[src/rtl/vc_mem_port_arbiter_2to1.sv]
// ============================================================================
// vc_mem_port_arbiter_2to1
//
// Purpose:
//   Shares one single-ported test memory request/response interface between
//   two requesters. Requests are granted round-robin with zero-cycle latency.
//   The ID of each issued request is recorded in a small in-flight FIFO.
//   Responses, which the memory returns strictly in order, are steered back
//   to the issuer named at the FIFO head. Messages pass through unmodified,
//   and the opaque field is never used for routing.
//
// Ports:
//   clk_i, reset_i           clock, asynchronous active-high reset
//   memreq{0,1}_val_i/rdy_o/msg_i     requests from the two clients
//   memresp{0,1}_val_o/rdy_i/msg_o    responses back to the two clients
//   memreq_val_o/rdy_i/msg_o          request to the memory
//   memresp_val_i/rdy_o/msg_i         response from the memory
//   perf_grant0_o, perf_grant1_o, perf_conflict_o (16b, optional)
//
// Configuration:
//   VC_MEM_PORT_ARB_PERF_EN  when defined, adds the three saturating
//                            performance counters and their output ports.
// ============================================================================
module vc_mem_port_arbiter_2to1 #(
    parameter  int p_opaque_nbits = 8,
    parameter  int p_addr_nbits   = 32,
    parameter  int p_data_nbits   = 32,
    parameter  int p_max_inflight = 4,
    localparam int c_len_nbits    = $clog2(p_data_nbits / 8),
    localparam int c_req_nbits    = 3 + p_opaque_nbits + p_addr_nbits + c_len_nbits + p_data_nbits,
    localparam int c_resp_nbits   = 3 + p_opaque_nbits + 2 + c_len_nbits + p_data_nbits
) (
    input  logic                    clk_i,
    input  logic                    reset_i,

    input  logic                    memreq0_val_i,
    output logic                    memreq0_rdy_o,
    input  logic [c_req_nbits-1:0]  memreq0_msg_i,
    input  logic                    memreq1_val_i,
    output logic                    memreq1_rdy_o,
    input  logic [c_req_nbits-1:0]  memreq1_msg_i,

    output logic                    memresp0_val_o,
    input  logic                    memresp0_rdy_i,
    output logic [c_resp_nbits-1:0] memresp0_msg_o,
    output logic                    memresp1_val_o,
    input  logic                    memresp1_rdy_i,
    output logic [c_resp_nbits-1:0] memresp1_msg_o,

    output logic                    memreq_val_o,
    input  logic                    memreq_rdy_i,
    output logic [c_req_nbits-1:0]  memreq_msg_o,

    input  logic                    memresp_val_i,
    output logic                    memresp_rdy_o,
    input  logic [c_resp_nbits-1:0] memresp_msg_i
`ifdef VC_MEM_PORT_ARB_PERF_EN
    ,
    output logic [15:0]             perf_grant0_o,
    output logic [15:0]             perf_grant1_o,
    output logic [15:0]             perf_conflict_o
`endif
);

    localparam int c_ptr_nbits = $clog2(p_max_inflight);
    localparam int c_cnt_nbits = c_ptr_nbits + 1;

    logic                      prioPtr_q, prioPtr_d;
    logic [c_ptr_nbits-1:0]    head_q, head_d;
    logic [c_ptr_nbits-1:0]    tail_q, tail_d;
    logic [c_cnt_nbits-1:0]    count_q, count_d;
    logic [p_max_inflight-1:0] idFifo_q, idFifo_d;

    logic anyReq, bothReq, winner, fifoFull, fifoEmpty, canIssue;
    logic headId, reqFire, respFire;

    // Request side: grant and handshake are purely combinational. The full
    // check deliberately ignores a same-cycle pop so that memresp_rdy never
    // feeds memreq_rdy combinationally.
    always_comb begin
        anyReq    = memreq0_val_i | memreq1_val_i;
        bothReq   = memreq0_val_i & memreq1_val_i;
        winner    = bothReq ? prioPtr_q : memreq1_val_i;
        fifoFull  = (count_q == c_cnt_nbits'(p_max_inflight));
        fifoEmpty = (count_q == '0);
        canIssue  = !fifoFull && memreq_rdy_i;

        memreq_val_o  = !reset_i && anyReq && !fifoFull;
        memreq_msg_o  = winner ? memreq1_msg_i : memreq0_msg_i;
        memreq0_rdy_o = !reset_i && !winner && canIssue;
        memreq1_rdy_o = !reset_i &&  winner && canIssue;
        reqFire       = memreq_val_o && memreq_rdy_i;
    end

    // Response side: only the client named at the FIFO head may see a valid
    // response, so a stalled head client blocks the other (no reordering).
    always_comb begin
        headId         = idFifo_q[head_q];
        memresp0_val_o = !reset_i && !fifoEmpty && !headId && memresp_val_i;
        memresp1_val_o = !reset_i && !fifoEmpty &&  headId && memresp_val_i;
        memresp_rdy_o  = !reset_i && !fifoEmpty && (headId ? memresp1_rdy_i : memresp0_rdy_i);
        memresp0_msg_o = memresp_msg_i;
        memresp1_msg_o = memresp_msg_i;
        respFire       = memresp_val_i && memresp_rdy_o;
    end

    // Next state for the priority pointer and the in-flight ID FIFO.
    always_comb begin
        prioPtr_d = prioPtr_q;
        head_d    = head_q;
        tail_d    = tail_q;
        count_d   = count_q;
        idFifo_d  = idFifo_q;

        if (reqFire) begin
            idFifo_d[tail_q] = winner;
            tail_d           = tail_q + c_ptr_nbits'(1);
            prioPtr_d        = !winner;
        end
        if (respFire) begin
            head_d = head_q + c_ptr_nbits'(1);
        end
        case ({reqFire, respFire})
            2'b10:   count_d = count_q + c_cnt_nbits'(1);
            2'b01:   count_d = count_q - c_cnt_nbits'(1);
            default: count_d = count_q;
        endcase
    end

    always_ff @(posedge clk_i or posedge reset_i) begin
        if (reset_i) begin
            prioPtr_q <= 1'b0;
            head_q    <= '0;
            tail_q    <= '0;
            count_q   <= '0;
            idFifo_q  <= '0;
        end else begin
            prioPtr_q <= prioPtr_d;
            head_q    <= head_d;
            tail_q    <= tail_d;
            count_q   <= count_d;
            idFifo_q  <= idFifo_d;
        end
    end

`ifdef VC_MEM_PORT_ARB_PERF_EN
    logic [15:0] grant0_q, grant1_q, conflict_q;

    // Saturating event counters; they never wrap back to zero.
    always_ff @(posedge clk_i or posedge reset_i) begin
        if (reset_i) begin
            grant0_q   <= '0;
            grant1_q   <= '0;
            conflict_q <= '0;
        end else begin
            if (reqFire && !winner && grant0_q != 16'hFFFF) grant0_q <= grant0_q + 16'd1;
            if (reqFire &&  winner && grant1_q != 16'hFFFF) grant1_q <= grant1_q + 16'd1;
            if (reqFire && bothReq && conflict_q != 16'hFFFF) conflict_q <= conflict_q + 16'd1;
        end
    end

    assign perf_grant0_o   = grant0_q;
    assign perf_grant1_o   = grant1_q;
    assign perf_conflict_o = conflict_q;
`endif

    // A response with nothing in flight has no destination; flag it rather
    // than silently dropping it.
    always @(posedge clk_i) begin
        if (!reset_i) begin
            assert (!$isunknown({memreq0_val_i, memreq1_val_i, memreq_rdy_i,
                                 memresp_val_i, memresp0_rdy_i, memresp1_rdy_i}));
            assert (!(memresp_val_i && fifoEmpty));
        end
    end

endmodule

[config.mk]
export PLATFORM = sky130hd
export DESIGN_NAME = vc_mem_port_arbiter_2to1
export DESIGN_NICKNAME = d
export VERILOG_FILES = /design/src/rtl/vc_mem_port_arbiter_2to1.sv
export SDC_FILE = /design/constraint.sdc
export NUM_CORES = 1
export LEC_CHECK = 0
export CORE_AREA = 8 8 146 148
export CTS_CLUSTER_DIAMETER = 150
export DETAILED_ROUTE_END_ITERATION = 8
export DIE_AREA = 0 0 154 156
export HOLD_SLACK_MARGIN = 0.15
export PLACE_DENSITY = 0.5
export SLEW_MARGIN = 25
export SYNTH_ARGS = -nofsm -noshare
export SYNTH_HDL_FRONTEND = slang
export SYNTH_SLANG_ARGS = --single-unit
[constraint.sdc]
create_clock -name clk_i -period 3.2 [get_ports clk_i]
set_input_delay 0.8 -clock clk_i [delete_from_list [all_inputs] [get_ports clk_i]]
set_output_delay 0.8 -clock clk_i [all_outputs]
set_load 0.005 [all_outputs]
==> impl_metrics.prom, run 1 <==
# TYPE chip_impl_metric gauge
chip_impl_info{name="outcome",value="finished, final reports clean"} 1
chip_impl_metric{name="yosysWarningCount",unit=""} 0
chip_impl_metric{name="fin_crit_sh",unit="%"} 97.44
chip_impl_metric{name="initialDrtViolationCount",unit=""} 117
chip_impl_metric{name="cp.required",unit="ps"} 2400
chip_impl_metric{name="global_route.overflow_total",unit=""} 0
chip_impl_metric{name="cts.hold.buffers_added",unit=""} 0
chip_impl_metric{name="final_period_minus_worst_setup_slack",unit="ps"} 3118
chip_impl_metric{name="internal-power",unit="mW"} 1.110
chip_impl_metric{name="clock_insertion_delay_at_the_later_pin_of_the_skew_report",unit="ps"} 240
chip_impl_metric{name="die-area",unit="sq um"} 24020
chip_impl_metric{name="maxCapViolations",unit=""} 0
chip_impl_metric{name="cell_count_of_the_worst_reg_to_reg_path",unit=""} 9
chip_impl_metric{name="fin_cells",unit=""} 814
chip_impl_metric{name="hpwl",unit="mm"} 12.29
chip_impl_metric{name="total_power",unit="mW"} 1.762
chip_impl_metric{name="timing.clock.skew",unit="ps"} 5.856
chip_impl_metric{name="clock_power_share",unit="%"} 12.6
chip_impl_metric{name="combPwrFrac",unit="%"} 71.2
chip_impl_info{name="final_cell_mix",value="nand2_1 (236), clkdlybuf4s50_1 (167), dlygate4sd2_1 (75)"} 1
chip_impl_metric{name="ys_seq_elements",unit=""} 12
chip_impl_metric{name="num_antenna_cells",unit=""} 0
chip_impl_metric{name="h_tree_level_count",unit=""} 1
chip_impl_metric{name="track_usage",unit="%"} 10.81
chip_impl_metric{name="fin_nets",unit=""} 793
chip_impl_metric{name="total_number_of_vias",unit=""} 2884
chip_impl_metric{name="synth_cell_type_count",unit=""} 27
chip_impl_metric{name="fraction_of_final_layout_cells_sized_beyond_drive_strength_1",unit="%"} 7.813
chip_impl_metric{name="area_of_the_placeable_core",unit="sq um"} 19080
chip_impl_info{name="worst_setup_path_class",value="in -> out"} 1
chip_impl_metric{name="areaGrowthSynthToFinish",unit="%"} 100.4
chip_impl_info{name="tritoncts",value="yes"} 1
chip_impl_info{name="hold_path.startpoint",value="prioPtr_q$_DFFE_PP0P_"} 1
chip_impl_metric{name="power-per-cell-area",unit="nW/um^2"} 373.3
chip_impl_metric{name="hold-worst-slack",unit="ps"} 478.6
chip_impl_metric{name="number_of_placed_i_o_pins",unit=""} 386
chip_impl_info{name="setup.worst_path.start_class",value="input pin"} 1
chip_impl_metric{name="dieWidth",unit="microns"} 154
chip_impl_metric{name="largest_fanout_on_the_critical_path",unit=""} 21
chip_impl_metric{name="wirelength",unit="mm"} 15.06
chip_impl_info{name="clock_tree.root_cell",value="clkbuf_16"} 1
chip_impl_metric{name="worstHoldPathCells",unit=""} 1
chip_impl_metric{name="drt-wirelength-per-cell",unit="microns"} 18.50
chip_impl_metric{name="chip_height",unit="microns"} 156
chip_impl_metric{name="vias_in_the_first_global_route",unit=""} 2843
chip_impl_metric{name="critPathArrivalTime",unit="ps"} 2320
chip_impl_metric{name="leakage",unit="nW"} 2.372
chip_impl_metric{name="peakVddDrop",unit="mV"} 0.3793
chip_impl_metric{name="core.rowCount",unit=""} 51
chip_impl_metric{name="postSynth.asyncResetShare",unit="%"} 100.0
chip_impl_metric{name="timing.slew.headroom",unit="%"} 79.79
chip_impl_metric{name="ant_nets",unit=""} 0
chip_impl_metric{name="synthCells",unit=""} 408
chip_impl_metric{name="numCtsBuffers",unit=""} 3
chip_impl_metric{name="drt_pass_1_iters",unit=""} 4
chip_impl_metric{name="initial_core_util",unit="%"} 12.35
chip_impl_metric{name="synth-edff-count",unit=""} 0
chip_impl_metric{name="synth_area_per_cell",unit="sq um"} 5.775
chip_impl_metric{name="clkSinkCount",unit=""} 12
chip_impl_metric{name="placement.io_buffers",unit=""} 244
chip_impl_metric{name="switching_share",unit="%"} 37.02
chip_impl_metric{name="dpl.cell_count",unit=""} 792
chip_impl_metric{name="drv_slew",unit=""} 0
chip_impl_metric{name="grt_first_pass_wirelength",unit="mm"} 19.72
chip_impl_info{name="holdCritPathClass",value="reg -> reg"} 1
chip_impl_metric{name="power.switching",unit="uW"} 652.4
chip_impl_info{name="end_kind",value="output pin"} 1
chip_impl_metric{name="transition_at_the_pin_with_the_smallest_max_transition_slack",unit="ps"} 301.8
chip_impl_metric{name="finalHoldViolCount",unit=""} 0
chip_impl_metric{name="synth_sequential_area_ratio",unit="%"} 12.75
chip_impl_info{name="timing.rr.start",value="head_q[0]$_DFFE_PP0P_"} 1
chip_impl_metric{name="report.final.setup_viol",unit=""} 0
chip_impl_info{name="unrepaired_setup_endpoints_after_global_routing",value="false"} 1
chip_impl_metric{name="gp_congestion",unit=""} 0.8341
chip_impl_metric{name="cts.path.max_buffers",unit=""} 2
chip_impl_metric{name="post_synth_instance_area",unit="sq um"} 2356
chip_impl_metric{name="syn_nets",unit=""} 623
chip_impl_metric{name="worst_setup_hold_path_clk_slew",unit="ps"} 40
chip_impl_metric{name="route.detailed.drc",unit=""} 0
chip_impl_info{name="layout_commonest_cell",value="nand2_1"} 1
chip_impl_metric{name="post_drt_via_cell_ratio",unit=""} 3.543
chip_impl_metric{name="fmax",unit="MHz"} 320.7
chip_impl_info{name="critPathLaunch",value="memreq0_val_i"} 1
chip_impl_metric{name="largest_net_degree_at_the_start_of_global_routing",unit=""} 42
chip_impl_metric{name="number_of_antenna_violations_at_the_first_check_in_global_routing",unit=""} 0
chip_impl_metric{name="finish.utilization",unit="%"} 24.74
chip_impl_metric{name="seqPwrFrac",unit="%"} 16.2
chip_impl_info{name="postSynth.topFlopCell",value="dfrtp_1"} 1
-- through the flow --
step                area (sq um)  setup TNS (ps)  worst slack, ps
floorplan                   2356               0            639.7
global placement            4489           -6211           -164.6
detailed placement          4489           -7728           -163.7
CTS                         4481          -153.6           -79.26
global route                4721               0            3.467
finish                      4721               0            82.02
-- cell families after synthesis --
kind of cell | count (synthesis) | synth area share (%)
flip-flops | 12 | 12.75
buffers and inverters | 118 | 33.83
XOR/XNOR | 6 | 2.230
AO/OA/AOI/OAI | 2 | 0.5840
adder cells (fa/ha/maj) | 6 | 3.505
multiplexers | 7 | 3.876
AND/OR/NAND/NOR | 257 | 43.23
-- final cells by class --
type,instances,area (sq um)
fill,2134,14360
timing repair buffer,276,2748
multi-input combinational,278,1274
sequential,12,300.3
tap,238,297.8
clock buffer,3,75.07
inverter,7,26.28
-- path summary, 6_finish.rpt --
kind | slack [ps] | endpoint
hold reg to reg | 480 | prioPtr_q$_DFFE_PP0P_
setup / recovery | 80 | memreq1_rdy_o
max in group asynchronous | 2080 | idFifo_q[0]$_DFFE_PP0P_
min in group asynchronous | 950 | count_q[0]$_DFFE_PP0P_
setup reg to reg | 750 | count_q[2]$_DFFE_PP0P_
hold / removal | 480 | prioPtr_q$_DFFE_PP0P_
-- power by group through the flow --
| stage | sequential (mW) | clock (mW) | combinational, mW |
|---|---|---|---|
| finish | 0.286 | 0.222 | 1.25 |
| detailed placement | 0.289 | 0 | 1.26 |
| CTS | 0.287 | 0.228 | 1.15 |
| floorplan | 0.273 | 0 | 0.600 |
| global placement | 0.289 | 0 | 1.26 |
| global route | 0.300 | 0.237 | 1.39 |
-- sequential cells by signal, indices dropped and copies added (netlist names) --
signal / count
idFifo_q: 4
prioPtr_q: 1
tail_q: 2
head_q: 2
count_q: 3
-- critical path, stage by stage --
cell,delay [ps]
clkdlybuf4s50_1,420
nand2b_1,120
buf_4,130
nand2_4,70
buf_12,160
nor2_1,110
clkdlybuf4s50_1,510
-- Yosys cell counts, types with 4 or more instances --
cell type,n,area [sq um]
nor2_1,7,26.28
nand2_1,239,897.1
xor2_1,4,35.03
inv_1,7,26.28
ha_1,5,62.56
buf_4,94,705.7
dfrtp_1,12,300.3
buf_1,6,22.52
clkbuf_1,10,37.54
mux2_1,4,45.04
-- routing by layer --
layer,routed length [microns],GRT usage (%),up-vias,share of wire (%)
met3,2082,6.814,16,14
met1,5056,10.27,1179,34
li1,-,-,1469,-
met5,47,1.293,-,0.31
met4,182,2.240,2,1.2
met2,7685,19.33,218,51
-- timing repair --
| item | in CTS | in global routing |
|---|---|---|
| endpoints found under the setup margin | 78 | 4 |
| cloned | 0 | 5 |
| setup buffers | 0 | 14 |
| gates resized for setup | 79 | 3 |
| pin swaps | 0 | 2 |
Note: power is estimated with default switching activity, not from simulation.
==> inputs of run 2 (changes only) <==
Settings changed: SLEW_MARGIN 25 to 20.
==> results of run 2 <==
The final DEF is identical to that of run 1; final timing and power are the same.
==> inputs of run 3 (changes only) <==
Settings changed: PLACE_DENSITY 0.5 to default.
==> run 3 against run 2 <==
  * Non-clock buffer count is 6 lower
  * Worst hold slack got worse by 5.3 ps
  * Final cell count is 0.74% lower
  * Count of clock-buffer cells in the layout unchanged
  * Maximum frequency rose by 2.3%
  * Clock skew decreased by 4.8 ps
  * Register-to-register slack hardly changed
  * Worst setup slack gained 71 ps
  * Sequential share of layout area about the same
  * Critical path type unchanged
  * Highest routed layer unchanged
==> impl_metrics.prom, run 3 (synthesis results as in run 1) <==
# TYPE chip_impl_metric gauge
chip_impl_metric{name="vias_in_the_first_global_route",unit=""} 2993
chip_impl_metric{name="peakVddDrop",unit="mV"} 0.2954
chip_impl_metric{name="seqPwrFrac",unit="%"} 16.4
chip_impl_metric{name="fmax",unit="MHz"} 328.2
chip_impl_metric{name="power-per-cell-area",unit="nW/um^2"} 376.4
chip_impl_info{name="largest-register",value="idFifo_q"} 1
chip_impl_metric{name="total_number_of_vias",unit=""} 2963
chip_impl_metric{name="timing.slew.headroom",unit="%"} 79.87
chip_impl_metric{name="dpl.cell_count",unit=""} 788
chip_impl_metric{name="wirelength",unit="mm"} 14.80
chip_impl_metric{name="area_of_the_placeable_core",unit="sq um"} 19080
chip_impl_metric{name="largest_register_ffs",unit=""} 4
chip_impl_metric{name="report.final.setup_viol",unit=""} 0
chip_impl_metric{name="fin_nets",unit=""} 787
chip_impl_metric{name="number_of_antenna_violations_at_the_first_check_in_global_routing",unit=""} 0
chip_impl_metric{name="gp_congestion",unit=""} 0.9053
chip_impl_metric{name="fin_crit_sh",unit="%"} 95.20
chip_impl_metric{name="power.switching",unit="uW"} 660.6
chip_impl_metric{name="timing.clock.skew",unit="ps"} 1.056
chip_impl_info{name="clock_tree.root_cell",value="clkbuf_16"} 1
chip_impl_metric{name="hold-worst-slack",unit="ps"} 473.3
chip_impl_metric{name="die-area",unit="sq um"} 24020
chip_impl_metric{name="chip_height",unit="microns"} 156
chip_impl_metric{name="transition_at_the_pin_with_the_smallest_max_transition_slack",unit="ps"} 300.7
chip_impl_metric{name="maxCapViolations",unit=""} 0
chip_impl_metric{name="fin_cells",unit=""} 808
chip_impl_metric{name="drt_pass_1_iters",unit=""} 4
chip_impl_metric{name="internal-power",unit="mW"} 1.113
chip_impl_info{name="setup.worst_path.start_class",value="input pin"} 1
chip_impl_info{name="final_cell_mix",value="nand2_1 (237), clkdlybuf4s50_1 (164), dlygate4sd2_1 (76)"} 1
chip_impl_metric{name="core.rowCount",unit=""} 51
chip_impl_metric{name="final_period_minus_worst_setup_slack",unit="ps"} 3047
chip_impl_info{name="top_regs",value="idFifo_q (4), count_q (3)"} 1
chip_impl_metric{name="hpwl",unit="mm"} 11.76
chip_impl_metric{name="areaGrowthSynthToFinish",unit="%"} 100.0
chip_impl_info{name="end_kind",value="output pin"} 1
chip_impl_metric{name="fraction_of_final_layout_cells_sized_beyond_drive_strength_1",unit="%"} 6.667
chip_impl_metric{name="switching_share",unit="%"} 37.24
chip_impl_metric{name="dieWidth",unit="microns"} 154
chip_impl_metric{name="global_route.overflow_total",unit=""} 0
chip_impl_metric{name="leakage",unit="nW"} 2.373
chip_impl_metric{name="initialDrtViolationCount",unit=""} 123
chip_impl_info{name="tritoncts",value="yes"} 1
chip_impl_metric{name="h_tree_level_count",unit=""} 1
chip_impl_metric{name="post_drt_via_cell_ratio",unit=""} 3.667
chip_impl_metric{name="largest_net_degree_at_the_start_of_global_routing",unit=""} 44
chip_impl_metric{name="route.detailed.drc",unit=""} 0
chip_impl_metric{name="clock_power_share",unit="%"} 12.8
chip_impl_metric{name="clkSinkCount",unit=""} 12
chip_impl_metric{name="ant_nets",unit=""} 0
chip_impl_info{name="worst_setup_path_class",value="in -> out"} 1
chip_impl_metric{name="grt_first_pass_wirelength",unit="mm"} 19.59
chip_impl_metric{name="total_power",unit="mW"} 1.774
chip_impl_info{name="layout_commonest_cell",value="nand2_1"} 1
chip_impl_metric{name="combPwrFrac",unit="%"} 70.8
chip_impl_info{name="holdCritPathClass",value="reg -> reg"} 1
chip_impl_metric{name="cp.required",unit="ps"} 2400
chip_impl_metric{name="drt-wirelength-per-cell",unit="microns"} 18.31
chip_impl_metric{name="largest_fanout_on_the_critical_path",unit=""} 3
chip_impl_metric{name="initial_core_util",unit="%"} 12.35
chip_impl_metric{name="drv_slew",unit=""} 0
chip_impl_metric{name="critPathArrivalTime",unit="ps"} 2250
chip_impl_metric{name="track_usage",unit="%"} 10.69
chip_impl_metric{name="finalHoldViolCount",unit=""} 0
chip_impl_info{name="outcome",value="finished, final reports clean"} 1
chip_impl_metric{name="worst_setup_hold_path_clk_slew",unit="ps"} 40
chip_impl_metric{name="numCtsBuffers",unit=""} 3
chip_impl_metric{name="clock_insertion_delay_at_the_later_pin_of_the_skew_report",unit="ps"} 240
chip_impl_metric{name="num_antenna_cells",unit=""} 0
chip_impl_metric{name="cts.path.max_buffers",unit=""} 2
chip_impl_metric{name="placement.io_buffers",unit=""} 244
chip_impl_info{name="unrepaired_setup_endpoints_after_global_routing",value="false"} 1
chip_impl_metric{name="number_of_placed_i_o_pins",unit=""} 386
chip_impl_metric{name="cts.hold.buffers_added",unit=""} 0
[run 3: path summary, 6_finish.rpt]
kind	start	endpoint	slack, ps	cells past startpoint
max	memreq1_val_i	memreq_val_o	150	5
min	head_q[1]$_DFFE_PP0P_	head_q[1]$_DFFE_PP0P_	470	1
max reg2reg	head_q[0]$_DFFE_PP0P_	count_q[2]$_DFFE_PP0P_	760	9
min reg2reg	head_q[1]$_DFFE_PP0P_	head_q[1]$_DFFE_PP0P_	470	1
max in group asynchronous	reset_i	count_q[2]$_DFFE_PP0P_	1970	3
min in group asynchronous	reset_i	idFifo_q[3]$_DFFE_PP0P_	1070	3
[run 3: final cells by class]
type	instances	area, sq um
multi-input cells	278	1271
inverters	7	26.28
repair buffers	270	2741
well taps	238	297.8
flip-flops and latches	12	300.3
clock buffers	3	75.07
fillers	2152	14370
[run 3: timing repair]
item | CTS | global route
buffers inserted | 7 | 4
resized for setup | 84 | 4
pin swaps | 0 | 1
gates cloned | 3 | 3
endpoints found under the setup margin | 78 | 13
[run 3: per-layer routing]
metal  global-route usage, %  vias up  share of wire, %
met2                   19.48      257                50
met4                   2.240        2               2.4
li1                        -     1457                 -
met1                   10.01     1229                33
met5                  0.8621        -              0.16
met3                   6.537       18                14
[run 3: per-stage QoR]
| stage | setup WS, ps | utilization, % | area, sq um | TNS [ps] |
|---|---|---|---|---|
| after floorplan | 639.7 | - | 2356 | 0 |
| after global placement | -93.99 | 23.31 | 4447 | -2857 |
| after detailed placement | -123.4 | 23.31 | 4447 | -4977 |
| after CTS | -77.15 | 24.08 | 4594 | -77.15 |
| after global routing | 30.42 | 24.70 | 4712 | 0 |
| final | 153.5 | 24.70 | 4712 | 0 |
[run 3: power by group through the flow]
stage                     combinational [mW]  sequential [mW]  clock (mW)
after floorplan                        0.600            0.273           0
after global routing                    1.39            0.301       0.237
after global placement                  1.23            0.288           0
after detailed placement                1.23            0.291           0
after CTS                               1.22            0.290       0.230
final                                   1.26            0.291       0.227
[run 3: critical path, stage by stage]
cell	delay [ps]
clkdlybuf4s50_1	490
buf_4	140
nor2_1	80
nor3_1	190
clkdlybuf4s50_1	560
